<file path="src/rtl/cpu_pkg.sv">
// Shared CPU definitions: condition codes, control-flow op types and PSR flag bit positions.
// The ALU and the PSR register use the same PSR indices.
package cpu_pkg;

   localparam logic [3:0] COND_EQ = 4'h0;
   localparam logic [3:0] COND_NE = 4'h1;
   localparam logic [3:0] COND_CS = 4'h2;
   localparam logic [3:0] COND_CC = 4'h3;
   localparam logic [3:0] COND_HI = 4'h4;
   localparam logic [3:0] COND_LS = 4'h5;
   localparam logic [3:0] COND_GT = 4'h6;
   localparam logic [3:0] COND_LE = 4'h7;
   localparam logic [3:0] COND_FS = 4'h8;
   localparam logic [3:0] COND_FC = 4'h9;
   localparam logic [3:0] COND_LO = 4'hA;
   localparam logic [3:0] COND_HS = 4'hB;
   localparam logic [3:0] COND_LT = 4'hC;
   localparam logic [3:0] COND_GE = 4'hD;
   localparam logic [3:0] COND_UC = 4'hE;
   localparam logic [3:0] COND_NV = 4'hF;

   localparam logic [1:0] OPT_BCOND = 2'b00;
   localparam logic [1:0] OPT_JCOND = 2'b01;
   localparam logic [1:0] OPT_JAL   = 2'b10;

   localparam int unsigned PSR_C = 4;
   localparam int unsigned PSR_F = 3;
   localparam int unsigned PSR_L = 2;
   localparam int unsigned PSR_Z = 1;
   localparam int unsigned PSR_N = 0;

endpackage

</file>
<file path="src/rtl/branch_resolve_unit_cond_eval.sv">
// Combinational condition-code evaluator: maps a 4-bit condition and the
// current PSR flags to a taken/not-taken decision.
module cond_eval
   import cpu_pkg::*;
(
   input  logic [3:0] cond,
   input  logic [4:0] psr_flags,
   output logic       taken_cond
);

   logic f_c, f_f, f_l, f_z, f_n;

   always_comb begin
      f_c = psr_flags[PSR_C];
      f_f = psr_flags[PSR_F];
      f_l = psr_flags[PSR_L];
      f_z = psr_flags[PSR_Z];
      f_n = psr_flags[PSR_N];
      taken_cond = 1'b0;
      case (cond)
         COND_EQ: taken_cond = f_z;
         COND_NE: taken_cond = !f_z;
         COND_CS: taken_cond = f_c;
         COND_CC: taken_cond = !f_c;
         COND_HI: taken_cond = f_l;
         COND_LS: taken_cond = !f_l;
         COND_GT: taken_cond = f_n;
         COND_LE: taken_cond = !f_n;
         COND_FS: taken_cond = f_f;
         COND_FC: taken_cond = !f_f;
         COND_LO: taken_cond = !f_l && !f_z;
         COND_HS: taken_cond = f_l || f_z;
         COND_LT: taken_cond = !f_n && !f_z;
         COND_GE: taken_cond = f_n || f_z;
         COND_UC: taken_cond = 1'b1;
         default: taken_cond = 1'b0;
      endcase
   end

endmodule

</file>
<file path="src/rtl/branch_resolve_unit.sv">
// Execute-stage branch resolution: evaluates control-flow ops against the PSR,
// drives the fetch PC, squashes younger fetches and counts taken branches.
module branch_resolve_unit
   import cpu_pkg::*;
#(
   parameter int unsigned         ADDR_W       = 16,
   parameter logic [ADDR_W-1:0]   RESET_PC     = '0,
   parameter int unsigned         FLUSH_CYCLES = 2,
   parameter int unsigned         CNT_W        = 16
) (
   input  logic              clk,
   input  logic              reset,
   input  logic              stall,
   input  logic [4:0]        psr_flags,
   input  logic              op_valid,
   input  logic [1:0]        op_type,
   input  logic [3:0]        cond,
   input  logic [7:0]        disp,
   input  logic [ADDR_W-1:0] target,
   input  logic [ADDR_W-1:0] op_pc,
   output logic [ADDR_W-1:0] pc,
   output logic              redirect,
   output logic              flush,
   output logic              link_we,
   output logic [ADDR_W-1:0] link_data,
   output logic [CNT_W-1:0]  taken_count
);

   localparam int unsigned CNT_FW = (FLUSH_CYCLES > 1) ? $clog2(FLUSH_CYCLES) : 1;

   localparam logic [0:0] ST_RUN   = 1'b0;
   localparam logic [0:0] ST_FLUSH = 1'b1;

   logic [0:0]        state_q, state_d;
   logic [CNT_FW-1:0] cnt_q, cnt_d;
   logic [ADDR_W-1:0] pc_q, pc_d;
   logic              redirect_q, redirect_d;
   logic              flush_q, flush_d;
   logic              link_we_q, link_we_d;
   logic [ADDR_W-1:0] link_data_q, link_data_d;
   logic [CNT_W-1:0]  taken_count_q, taken_count_d;

   logic              cond_true;
   logic              op_taken;
   logic [ADDR_W-1:0] branch_tgt;

   cond_eval u_cond_eval (
      .cond       (cond),
      .psr_flags  (psr_flags),
      .taken_cond (cond_true)
   );

   always_comb begin
      op_taken   = 1'b0;
      branch_tgt = target;
      case (op_type)
         OPT_BCOND: begin
            op_taken   = cond_true;
            branch_tgt = op_pc + ADDR_W'($signed(disp));
         end
         OPT_JCOND: op_taken = cond_true;
         OPT_JAL:   op_taken = 1'b1;
         default:   op_taken = 1'b0;
      endcase
   end

   always_comb begin
      state_d       = state_q;
      cnt_d         = cnt_q;
      pc_d          = pc_q;
      redirect_d    = 1'b0;
      flush_d       = flush_q;
      link_we_d     = 1'b0;
      link_data_d   = link_data_q;
      taken_count_d = taken_count_q;
      if (!stall) begin
         case (state_q)
            ST_RUN: begin
               if (op_valid && op_taken) begin
                  pc_d       = branch_tgt;
                  redirect_d = 1'b1;
                  flush_d    = 1'b1;
                  cnt_d      = CNT_FW'(FLUSH_CYCLES - 1);
                  state_d    = (FLUSH_CYCLES > 1) ? ST_FLUSH : ST_RUN;
                  if (taken_count_q != '1) taken_count_d = taken_count_q + CNT_W'(1);
                  if (op_type == OPT_JAL) begin
                     link_we_d   = 1'b1;
                     link_data_d = op_pc + ADDR_W'(1);
                  end
               end else begin
                  pc_d    = pc_q + ADDR_W'(1);
                  flush_d = 1'b0;
               end
            end
            ST_FLUSH: begin
               // Ops arriving inside the window are younger than the redirect and are dropped.
               pc_d    = pc_q + ADDR_W'(1);
               flush_d = 1'b1;
               cnt_d   = cnt_q - CNT_FW'(1);
               if (cnt_q == CNT_FW'(1)) state_d = ST_RUN;
            end
            default: state_d = ST_RUN;
         endcase
      end
   end

   always_ff @(posedge clk) begin
      if (reset) begin
         state_q       <= ST_RUN;
         cnt_q         <= '0;
         pc_q          <= RESET_PC;
         redirect_q    <= 1'b0;
         flush_q       <= 1'b0;
         link_we_q     <= 1'b0;
         link_data_q   <= '0;
         taken_count_q <= '0;
      end else begin
         state_q       <= state_d;
         cnt_q         <= cnt_d;
         pc_q          <= pc_d;
         redirect_q    <= redirect_d;
         flush_q       <= flush_d;
         link_we_q     <= link_we_d;
         link_data_q   <= link_data_d;
         taken_count_q <= taken_count_d;
      end
   end

   assign pc          = pc_q;
   assign redirect    = redirect_q;
   assign flush       = flush_q;
   assign link_we     = link_we_q;
   assign link_data   = link_data_q;
   assign taken_count = taken_count_q;

endmodule

</file>
<file path="config.mk">
export PLATFORM = sky130hd
export DESIGN_NAME = branch_resolve_unit
export DESIGN_NICKNAME = d
export VERILOG_FILES = /design/src/rtl/cpu_pkg.sv /design/src/rtl/branch_resolve_unit_cond_eval.sv /design/src/rtl/branch_resolve_unit.sv
export SDC_FILE = /design/constraint.sdc
export NUM_CORES = 1
export LEC_CHECK = 0
export CAP_MARGIN = 5
export CORE_MARGIN = 4
export CORE_UTILIZATION = 44
export DETAILED_ROUTE_END_ITERATION = 12
export PLACE_DENSITY = 0.77
export SLEW_MARGIN = 20
export SYNTH_ARGS = -nofsm -noshare
export SYNTH_HDL_FRONTEND = slang
export SYNTH_SLANG_ARGS = --single-unit
</file>
<file path="constraint.sdc">
create_clock -name clk -period 2.3 [get_ports clk]
set_input_delay 0.23 -clock clk [delete_from_list [all_inputs] [get_ports clk]]
set_output_delay 0.23 -clock clk [all_outputs]
set_load 0.02 [all_outputs]
</file>
==> impl_metrics.yaml <==
synth:
  synth_area_per_cell_sq_um: 7.81
  yosysUniqueCellTypes: 54
  yosys-top-cells-area: "dfxtp_1, ha_1, a211oi_1"
  synth_top_area_share_pct: 28.2
  synth_warnings: 0
  ys_seq_area_share_pct: 28.2
  syn_area_sq_um: 3760
  synth_area_leader_cell: "dfxtp_1"
  synth_nets: 556
  synthCells: 482
  ys_seq_elements: 53
  synth_ff_type: "dfxtp_1"
  async_reset_ff_share_pct: 0
  synth_edf_count: 0
power_and_ir_drop:
  power.share.clock_pct: 29.4
  combPwrFrac_pct: 32.3
  leakagePower_nw: 2.26
  powerDensity_nw_per_um2: 438
  switchingPower_mw: 0.736
  p_sw_share_pct: 29.0
  seq_power_share_pct: 38.3
  p_int_mw: 1.80
  peakVddDrop_mv: 0.254
timing:
  fin_skew_ns: 0.00967
  finalCritPeriodShare_pct: 96.5
  whs_ns: 0.293
  worst_pin_slew_ns: 0.604
  period_needed_ns: 2.22
  setup_viol: 0
  relSlewSlack_pct: 59.8
  max_freq_ghz: 0.451
  hold_violations: 0
  drv_slew: 0
run_status:
  outcome: "finished clean"
route:
  num_vias: 4303
  detail-route-antenna-nets: 0
  dr.pass1.iters: 4
  wire_per_inst_microns: 15.4
  drc_errors: 0
  drtIter0Drc: 214
  drt-total-wl_microns: 11600
  drt-vias-per-instance: 5.71
setup_path:
  regToRegSetupSlack_ns: 0.15
  worstSetupPathType: "in -> reg"
  cp_max_fo: 3
  critPathCaptureType: "flop"
  crit_arrival_ns: 2.47
  startpoint_type: "input pin"
  required_ns: 2.56
floorplan:
  die_w_microns: 101
  die_area_sq_um: 10100
  core-area_sq_um: 8260
  rows: 33
  io_pins: 106
  die_h_microns: 101
  initial_core_util_pct: 45.6
clocking:
  cts.sinks: 53
  insertion_delay_ns: 0.31
  h-tree-depth: 2
  clk_path_buf_depth: 2
  cts_setup_buffers: 0
  numCtsBuffers: 5
  clk_pin_slew_ns: 0.10
  clockRootBuffer: "clkbuf_8"
  cts_tree: "done"
hold_path:
  hp-class: "in -> reg"
global_route:
  first_global_vias: 4271
  track_usage_pct: 22.5
  antenna_found_initial: 0
  grt_pass1_wl_microns: 19000
  overflow: 0
  grt_max_degree: 54
cells_and_area:
  drive_gt1_share_pct: 20.0
  final_cell_mix: "clkdlybuf4s50_1, buf_4, dfxtp_1, nor2_1"
  syn2layout_area_growth_pct: 53.9
  final_common_cell: "clkdlybuf4s50_1"
  nNetsFinal: 722
  utilization_pct: 70.2
  antenna_cells: 0
  num-fill-cells: 648
job:
  cap_violations: 0
placed_design:
  dpl.hpwl_microns: 9110
  place.gp.congestion: 0.875
  port_buffers: 105
## layer usage
metal  track usage, %  part of all wire (%)  vias up
met5                0                     0        -
met4             6.74                   2.2        0
met3             3.74                   5.9       24
met2             41.0                    51      138
met1             26.9                    41     2012
li1                 -                     -     2129
## state kept, by name, summed over array words and instances, names as in the netlist
register and flops:
pc 16, link_data 16, taken_count 16, state_q 1, cnt_q 1, link_we 1
redirect 1, flush 1
## power by group through the flow
stage / registers (mW) / logic, mW / clock network [mW]
6_report: 0.972 / 0.820 / 0.748
5_1_grt: 0.976 / 0.887 / 0.797
4_1_cts: 0.971 / 0.777 / 0.764
3_3_place_gp: 0.990 / 0.742 / 0
3_5_place_dp: 0.992 / 0.763 / 0
2_1_floorplan: 1.02 / 0.347 / 0
## metrics by stage
stage	setup TNS, ns	instance area, sq um	setup WS [ns]	instances	power, mW
final	0	5790	0.0811	754	2.54
after CTS	0	5610	0.000315	754	2.51
after detailed placement	-11.57	5450	-0.452	746	1.75
after floorplan	0	3760	0.0857	482	1.37
after global placement	-9.47	5450	-0.347	746	1.73
after global routing	-0.0338	5790	-0.0230	754	2.66
## layout make-up
cell class                 count  area [sq um]  area share [%]
clock buffer                   5          68.8            1.19
clock inverter                 3          65.1            1.12
inverter                      18          67.6            1.17
multi-input combinational    386          2710            46.8
sequential                    53          1060            18.3
tap                          105           131            2.27
timing repair buffer         184          1690            29.2
## worst max-delay path, cell delays in order
cell and delay, ns:
clkdlybuf4s50_1 0.49, ha_1 0.25, o21a_1 0.12, or2_2 0.28
a31o_2 0.27, a21o_1 0.20, buf_4 0.15, or3_1 0.36
a21oi_2 0.12
## logic make-up after synthesis
family          share of synthesized area (%)
compound gates                           26.6
flops                                    28.2
buf+inv                                  4.42
fa+ha+maj                                6.51
xor+xnor                                 6.05
mux                                      3.49
simple gates                             24.8
## path summary, 6_finish.rpt
check	from	end	cells after the start
setup reg to reg	taken_count[5]$_SDFFE_PP0P_	taken_count[1]$_SDFFE_PP0P_	9
hold reg to reg	flush$_SDFFE_PP0N_	flush$_SDFFE_PP0N_	2
setup / recovery	op_pc[5]	pc[11]$_SDFFE_PP0N_	9
hold / removal	reset	taken_count[2]$_SDFFE_PP0P_	3
## cell usage after synthesis, types with 12 or more instances
library cell / number
dfxtp_1: 53
nor2_1: 48
a21oi_1: 33
nand2_1: 28
o21ai_0: 26
a211oi_1: 24
clkbuf_1: 19
nand3_1: 19
ha_1: 18
inv_1: 18
xor2_1: 16
and3_1: 15
or3_1: 15
mux2i_1: 12
## what timing repair did
item / in CTS / in global routing
hold buffers: 0 / 0
endpoints found under the setup margin: 22 / 26
pin swaps: 2 / 14
resized for setup: 8 / 44
(Power assumes the default switching activity.)
